`src/rtl/ifetch_unit_pkg.sv`:
```
// Shared definitions for the instruction fetch unit: FSM encodings, the
// fetch-buffer entry layout and small helpers.
package ifetch_unit_pkg;

  localparam int XLEN = 32;

  localparam logic [XLEN-1:0] IFU_RESET_PC = 32'h0000_0000;

  typedef enum logic [1:0] {
    IFU_IDLE   = 2'd0,
    IFU_RUN    = 2'd1,
    IFU_HALTED = 2'd2
  } ifu_state_e;

  // One fetch-buffer entry: the PC travels with its instruction.
  typedef struct packed {
    logic [XLEN-1:0] pc;
    logic [XLEN-1:0] instr;
  } fetch_entry_t;

  localparam int ENTRY_W = $bits(fetch_entry_t);

  // Force a byte address onto a word boundary.
  function automatic logic [XLEN-1:0] align_word(input logic [XLEN-1:0] addr);
    return {addr[XLEN-1:2], 2'b00};
  endfunction

  // Increment that sticks at all-ones instead of wrapping.
  function automatic logic [XLEN-1:0] sat_inc(input logic [XLEN-1:0] value);
    return (value == '1) ? value : value + XLEN'(1);
  endfunction

endpackage

```
`src/rtl/ifetch_fifo.sv`:
```
// Parameterised synchronous FIFO with push/pop/flush and occupancy count.
// DEPTH must be a power of two so the pointers wrap naturally. A push on a
// full FIFO is accepted when a pop happens in the same cycle. Flush wins over
// push and pop. The head output reads zero while the FIFO is empty.
module ifetch_fifo #(
  parameter int DEPTH = 2,
  parameter int WIDTH = 64
) (
  input  logic                     clk,
  input  logic                     rst_n,
  input  logic                     push,
  input  logic [WIDTH-1:0]         push_data,
  input  logic                     pop,
  input  logic                     flush,
  output logic [WIDTH-1:0]         pop_data,
  output logic                     full,
  output logic                     empty,
  output logic [$clog2(DEPTH):0]   count
);

  localparam int PTR_W = $clog2(DEPTH);
  localparam int CNT_W = PTR_W + 1;

  logic [WIDTH-1:0] mem_q [DEPTH];
  logic [WIDTH-1:0] mem_d [DEPTH];
  logic [PTR_W-1:0] wr_ptr_q, wr_ptr_d;
  logic [PTR_W-1:0] rd_ptr_q, rd_ptr_d;
  logic [CNT_W-1:0] count_q, count_d;
  logic             do_push, do_pop;

  assign full  = (count_q == CNT_W'(DEPTH));
  assign empty = (count_q == '0);
  assign count = count_q;

  // Accepted push/pop and next pointer/count values.
  // NOTE: every signal gets a default at the top of always_comb so no path
  // leaves it unassigned, which is what would otherwise infer a latch.
  always_comb begin
    do_pop   = pop && !flush && !empty;
    do_push  = push && !flush && (!full || do_pop);
    wr_ptr_d = wr_ptr_q;
    rd_ptr_d = rd_ptr_q;
    count_d  = count_q;
    if (flush) begin
      wr_ptr_d = '0;
      rd_ptr_d = '0;
      count_d  = '0;
    end else begin
      if (do_push) wr_ptr_d = wr_ptr_q + PTR_W'(1);
      if (do_pop)  rd_ptr_d = rd_ptr_q + PTR_W'(1);
      count_d = count_q + CNT_W'(do_push) - CNT_W'(do_pop);
    end
  end

  // Storage next-state: write the tail slot on an accepted push.
  always_comb begin
    mem_d = mem_q;
    if (do_push) mem_d[wr_ptr_q] = push_data;
  end

  // Pointer and count registers with synchronous reset.
  // NOTE: sequential state uses non-blocking assignments so every flop
  // samples the pre-edge value regardless of statement order.
  always_ff @(posedge clk) begin
    if (!rst_n) begin
      wr_ptr_q <= '0;
      rd_ptr_q <= '0;
      count_q  <= '0;
    end else begin
      wr_ptr_q <= wr_ptr_d;
      rd_ptr_q <= rd_ptr_d;
      count_q  <= count_d;
    end
  end

  // Entry storage.
  // NOTE: the array is deliberately not reset; count_q alone decides which
  // entries are meaningful, so clearing the data would buy nothing.
  always_ff @(posedge clk) begin
    mem_q <= mem_d;
  end

  // Head entry, masked to zero when nothing is buffered.
  always_comb begin
    pop_data = empty ? '0 : mem_q[rd_ptr_q];
  end

endmodule

```
`src/rtl/ifetch_unit.sv`:
```
// Instruction fetch stage. Owns the PC, drives the instruction memory
// address every cycle, captures the same-cycle instruction into a PC-tagged
// fetch buffer and hands {pc, instr} to decode over valid/ready.
// Redirects flush the buffer and reload the PC; halt stops fetching until
// the next redirect.
// Optional build macro: IFETCH_PERF_CNT_EN adds saturating fetch, stall and
// flush counters.
module ifetch_unit
  import ifetch_unit_pkg::*;
#(
  parameter logic [31:0] RESET_PC   = IFU_RESET_PC,
  parameter int          FIFO_DEPTH = 2,
  parameter int unsigned PC_STEP    = 4
) (
  input  logic        clk,
  input  logic        rst_n,
  output logic [31:0] imem_addr,
  input  logic [31:0] imem_instr,
  input  logic        redirect_valid,
  input  logic [31:0] redirect_pc,
  input  logic        halt_req,
  output logic        out_valid,
  input  logic        out_ready,
  output logic [31:0] out_pc,
  output logic [31:0] out_instr,
  output logic        halted,
  output logic        misalign_err
`ifdef IFETCH_PERF_CNT_EN
  ,
  output logic [31:0] perf_fetch_cnt,
  output logic [31:0] perf_stall_cnt,
  output logic [31:0] perf_flush_cnt
`endif
);

  localparam logic [XLEN-1:0] PC_INC = XLEN'(PC_STEP);

  ifu_state_e      state_q, state_d;
  logic [XLEN-1:0] pc_q, pc_d;
  logic            misalign_q, misalign_d;

  logic            redirect_take;
  logic            do_pop;
  logic            fetch_en;
  logic            fifo_full, fifo_empty;
  fetch_entry_t    push_entry, head_entry;
  // Occupancy is exported by the FIFO for the decode skid buffer; the fetch
  // stage only needs full/empty.
  logic [$clog2(FIFO_DEPTH):0] unused_fifo_count;

  // Fetch, pop and redirect qualification for this cycle.
  always_comb begin
    redirect_take = redirect_valid && (state_q != IFU_IDLE);
    do_pop        = out_valid && out_ready;
    fetch_en      = (state_q == IFU_RUN) && !halt_req && !redirect_take &&
                    (!fifo_full || do_pop);
    push_entry    = '{pc: pc_q, instr: imem_instr};
  end

  ifetch_fifo #(
    .DEPTH (FIFO_DEPTH),
    .WIDTH (ENTRY_W)
  ) u_fifo (
    .clk       (clk),
    .rst_n     (rst_n),
    .push      (fetch_en),
    .push_data (push_entry),
    .pop       (do_pop),
    .flush     (redirect_take),
    .pop_data  (head_entry),
    .full      (fifo_full),
    .empty     (fifo_empty),
    .count     (unused_fifo_count)
  );

  // State, PC and misalign-pulse registers.
  always_ff @(posedge clk) begin
    if (!rst_n) begin
      state_q    <= IFU_IDLE;
      pc_q       <= RESET_PC;
      misalign_q <= 1'b0;
    end else begin
      state_q    <= state_d;
      pc_q       <= pc_d;
      misalign_q <= misalign_d;
    end
  end

  // Next state: IDLE lasts one cycle; redirect always lands in RUN.
  always_comb begin
    state_d = state_q;
    unique case (state_q)
      IFU_IDLE:   state_d = IFU_RUN;
      IFU_RUN:    if (!redirect_take && halt_req) state_d = IFU_HALTED;
      IFU_HALTED: if (redirect_take) state_d = IFU_RUN;
      default:    state_d = IFU_IDLE;
    endcase
  end

  // Next PC and misalignment flag; redirect beats sequential fetch.
  always_comb begin
    pc_d       = pc_q;
    misalign_d = redirect_take && (redirect_pc[1:0] != 2'b00);
    if (redirect_take) begin
      pc_d = align_word(redirect_pc);
    end else if (fetch_en) begin
      pc_d = pc_q + PC_INC;
    end
  end

  // Outputs: memory address, decode head entry and status.
  always_comb begin
    imem_addr    = pc_q;
    out_valid    = !fifo_empty;
    out_pc       = head_entry.pc;
    out_instr    = head_entry.instr;
    halted       = (state_q == IFU_HALTED);
    misalign_err = misalign_q;
  end

`ifdef IFETCH_PERF_CNT_EN
  logic [XLEN-1:0] perf_fetch_q, perf_fetch_d;
  logic [XLEN-1:0] perf_stall_q, perf_stall_d;
  logic [XLEN-1:0] perf_flush_q, perf_flush_d;
  logic            stall_evt;

  // Counter increments: fetches, RUN cycles lost to a full buffer, redirects.
  always_comb begin
    stall_evt    = (state_q == IFU_RUN) && !halt_req && !redirect_take &&
                   fifo_full && !do_pop;
    perf_fetch_d = fetch_en      ? sat_inc(perf_fetch_q) : perf_fetch_q;
    perf_stall_d = stall_evt     ? sat_inc(perf_stall_q) : perf_stall_q;
    perf_flush_d = redirect_take ? sat_inc(perf_flush_q) : perf_flush_q;
  end

  // Counter registers, cleared by reset.
  always_ff @(posedge clk) begin
    if (!rst_n) begin
      perf_fetch_q <= '0;
      perf_stall_q <= '0;
      perf_flush_q <= '0;
    end else begin
      perf_fetch_q <= perf_fetch_d;
      perf_stall_q <= perf_stall_d;
      perf_flush_q <= perf_flush_d;
    end
  end

  assign perf_fetch_cnt = perf_fetch_q;
  assign perf_stall_cnt = perf_stall_q;
  assign perf_flush_cnt = perf_flush_q;
`endif

endmodule

```
`config.mk`:
```
export PLATFORM = sky130hd
export DESIGN_NAME = ifetch_unit
export DESIGN_NICKNAME = d
export VERILOG_FILES = /design/src/rtl/ifetch_unit_pkg.sv /design/src/rtl/ifetch_fifo.sv /design/src/rtl/ifetch_unit.sv
export SDC_FILE = /design/constraint.sdc
export NUM_CORES = 1
export LEC_CHECK = 0
export BUFFER_PORTS_ARGS = -buffer_cell sky130_fd_sc_hd__buf_2
export CAP_MARGIN = 40
export CELL_PAD_IN_SITES_DETAIL_PLACEMENT = 1
export CELL_PAD_IN_SITES_GLOBAL_PLACEMENT = 1
export CORE_UTILIZATION = 30
export CTS_BUF_LIST = sky130_fd_sc_hd__clkbuf_2
export CTS_CLUSTER_DIAMETER = 30
export DETAILED_ROUTE_END_ITERATION = 7
export PLACE_DENSITY = 0.72
export SYNTH_ARGS = -nofsm -noshare
export SYNTH_HDL_FRONTEND = slang
export SYNTH_SLANG_ARGS = --single-unit
```
`constraint.sdc`:
```
create_clock -name clk -period 13.6 [get_ports clk]
set_clock_uncertainty 0.1 [all_clocks]
set_input_delay 2.72 -clock clk [delete_from_list [all_inputs] [get_ports clk]]
set_output_delay 2.72 -clock clk [all_outputs]
set_load 0.02 [all_outputs]
```
==> run metrics <==
outcome completed; layout cells sized above 1 30.54%; clock-pin slew on the worst setup and hold paths 270 ps; worst-path maximum fanout 43; Final Net Count between 700 and 800; hold path start imem_addr[16]$_SDFFE_PN0P_; Leak Pwr between 3 and 4 nW; Cell Pwr Density roughly 120 nW/µm²; Yosys cell types 45; Placer Congestion 0.7509; RSZ-0062 raised after global routing no; Req. time, crit path 10780 ps; launching point of the worst reg2reg path state_q[0]$_SDFFE_PN0P_; Rel. slew slack 49.91%; sequential power share 60.3%; Port Buffers approximately 160; Starting Density 30.62%; CTS Buffer Depth 2; flip-flop and latch area between 4000 and 5000 µm²; register area share after synthesis 66.60%; Post-CTS Setup Bufs 0; Worst Hold Class reg -> reg; Synth async-reset ratio 0%; Routed WL 16.33 mm; Via-to-Cell Ratio between 4 and 5; largest net degree at the start of global routing 64; number of synthesized flops with an enable pin 124; r2r endpoint u_fifo.mem_q[105]$_DFFE_PP_; DRT iter0 DRCs 163; post-cts gate resize count 0; global route overflow 0; Gate power share under 10%; Final Setup Violations 0; CTS tree built; MaxCap Viol Count 0; Inst Count DP 939; Filler cells 2450; sw frac 25.53%; Die Area 22940 µm²; Reg2Reg Setup Slack 10870 ps; type of the worst setup path reg -> out; Core Rows 54; number of antenna violations at the first check in global routing 0; Mapped Cells ~520; cell taking the most area after synthesis edfxtp_1; Die X about 150 µm; drt wl/cell ~17 µm; Crit. End Element output port; Worst Setup SP u_fifo.rd_ptr_q$_SDFFE_PP0P_; P_int 699.8 µW; First-pass DRT Iterations 4; Sw Pwr ~240 µW; Layout Cells excl Fill 971; die height 151.5 µm; clock sink count 161; FF+latch count, synth 161; Clk network pwr share 30.9%; actual slew at the worst max-slew pin 750.5 ps; dominant cells by area after synthesis edfxtp_1, dfxtp_1, mux2i_1; main flop type after synthesis edfxtp_1; Avg Inst Size Synth around 13 µm²; # H-tree levels 4; commonest non-fill, non-tap cell in the layout buf_2; yosys warns 0; first-pass GRT wire length about 24 mm; vias in the first global route roughly 4400; most frequent cells in the layout buf_2, edfxtp_1, nor2_1, mux2i_1, dfxtp_1; DRC 0; critical path startpoint category flop; WP data arrival 2270 ps; peak supply drop between 40 and 50 µV; Final HPWL DP 11.47 mm; ANT cells 0; Setup Total Neg Slack 0 ps; multi-input logic area 2096 µm²; ANT nets after route 0; Root Buffer clkbuf_2; r2r worst-path depth 5; GR Util All Layers about 14%; fmax between 150 and 200 MHz; clock period minus worst slack 5091 ps; core area 21890 µm²; Synth Cell Area about 6700 µm²; Fin. Hold Viols 0; hold buffers post-CTS 0; Final Max Slew Viols 0; IO Pins about 170; final worst path period share 37.44%; Clk Latency, worst-skew pair a little over 700 ps; post-synth top area share between 50 and 60%; total CTS buffers 17; via count 4587; Layout area overhead 21.41%; CP endpoint out_instr[10]
==> critical path, stage by stage, from the launching register on <==
cell and delay (ps):
dfxtp_4 680, buf_16 340, mux2i_1 280, nor2_1 50, buf_2 180
==> layer usage <==
| metal | track usage, % | vias to the layer above | wire length [µm] |
|---|---|---|---|
| met5 | 0 | - | 0 |
| met3 | 3.892 | 14 | 911 |
| met2 | 22.95 | 116 | 7674 |
| li1 | - | 2212 | - |
| met4 | 4.300 | 0 | 229 |
| met1 | 18.56 | 2245 | 7510 |
==> per-stage QoR <==
| stage | total power, mW | utilization, % | hold WS, ps | instance area [µm²] | setup WS, ps |
|---|---|---|---|---|---|
| floorplan | 0.6212 | - | 366.5 | 6714 | 7016 |
| global placement | 0.6583 | 35.57 | 428.4 | 7786 | 8459 |
| detailed placement | 0.6620 | 35.91 | 429.3 | 7861 | 8571 |
| CTS | 0.9553 | 37.17 | 455.0 | 8138 | 8390 |
| global route | 0.9809 | 37.17 | 465.6 | 8138 | 8287 |
| finish | 0.9397 | 37.17 | 455.6 | 8138 | 8509 |
==> cell usage after synthesis (all sizes together) (2+ instances only) <==
library cell and instances:
a211oi 16, a21oi 10, and3 8, and4 3, buf 8, clkbuf 21, dfxtp 37, edfxtp 124
inv 7, mux2i 66, nand2 20, nand3 13, nand4 11, nor2 94, nor3 8, nor4 7
o21a 2, o21ai 15, o22ai 2, xnor2 18, xor2 10
==> state kept, by name (all words and copies together), names as in the netlist <==
| signal | flops |
|---|---|
| u_fifo.rd_ptr_q | 1 |
| imem_addr | 30 |
| state_q | 2 |
| misalign_err | 1 |
| u_fifo.count | 2 |
| u_fifo.wr_ptr_q | 1 |
| u_fifo.mem_q | 124 |
==> worst min path at each step <==
stage                     slack (ps)                           to  cells after the start
after detailed placement         430  u_fifo.mem_q[112]$_DFFE_PP_                      0
final                            460   u_fifo.mem_q[48]$_DFFE_PP_                      0
after global placement           430      state_q[0]$_SDFFE_PN0P_                      1
after CTS                        450   u_fifo.mem_q[48]$_DFFE_PP_                      0
after floorplan                  370      state_q[0]$_SDFFE_PN0P_                      1
after global routing             470   u_fifo.mem_q[52]$_DFFE_PP_                      0
==> final cells by class <==
class                   count  share of cell area, %
flip-flops and latches    161                  54.90
inverters                   7                 0.3229
clock buffers              18                  1.107
repair buffers            170                  11.32
multi-input cells         321                  25.75
well taps                 280                  4.305
clock inverters            14                  2.291
==> cell families (layout without fill, tap and decap cells) <==
logic type	after synthesis	in the layout	synth area share, %
flops	161	161	66.60
buf+inv	38	209	2.707
xor+xnor	28	28	3.659
simple gates	171	171	11.97
other cells	1	4	0.05595
fa+ha+maj	1	1	0.1866
compound gates	51	51	4.965
mux	66	66	9.856
==> power by group through the flow <==
stage / combinational (mW) / sequential, mW / clock [mW]
finish: 0.0834 / 0.566 / 0.290
detailed placement: 0.0848 / 0.577 / 0
floorplan: 0.0424 / 0.579 / 0
CTS: 0.0852 / 0.566 / 0.304
global route: 0.0914 / 0.569 / 0.321
global placement: 0.0806 / 0.578 / 0
No activity file was read; power rests on OpenSTA's default activity.
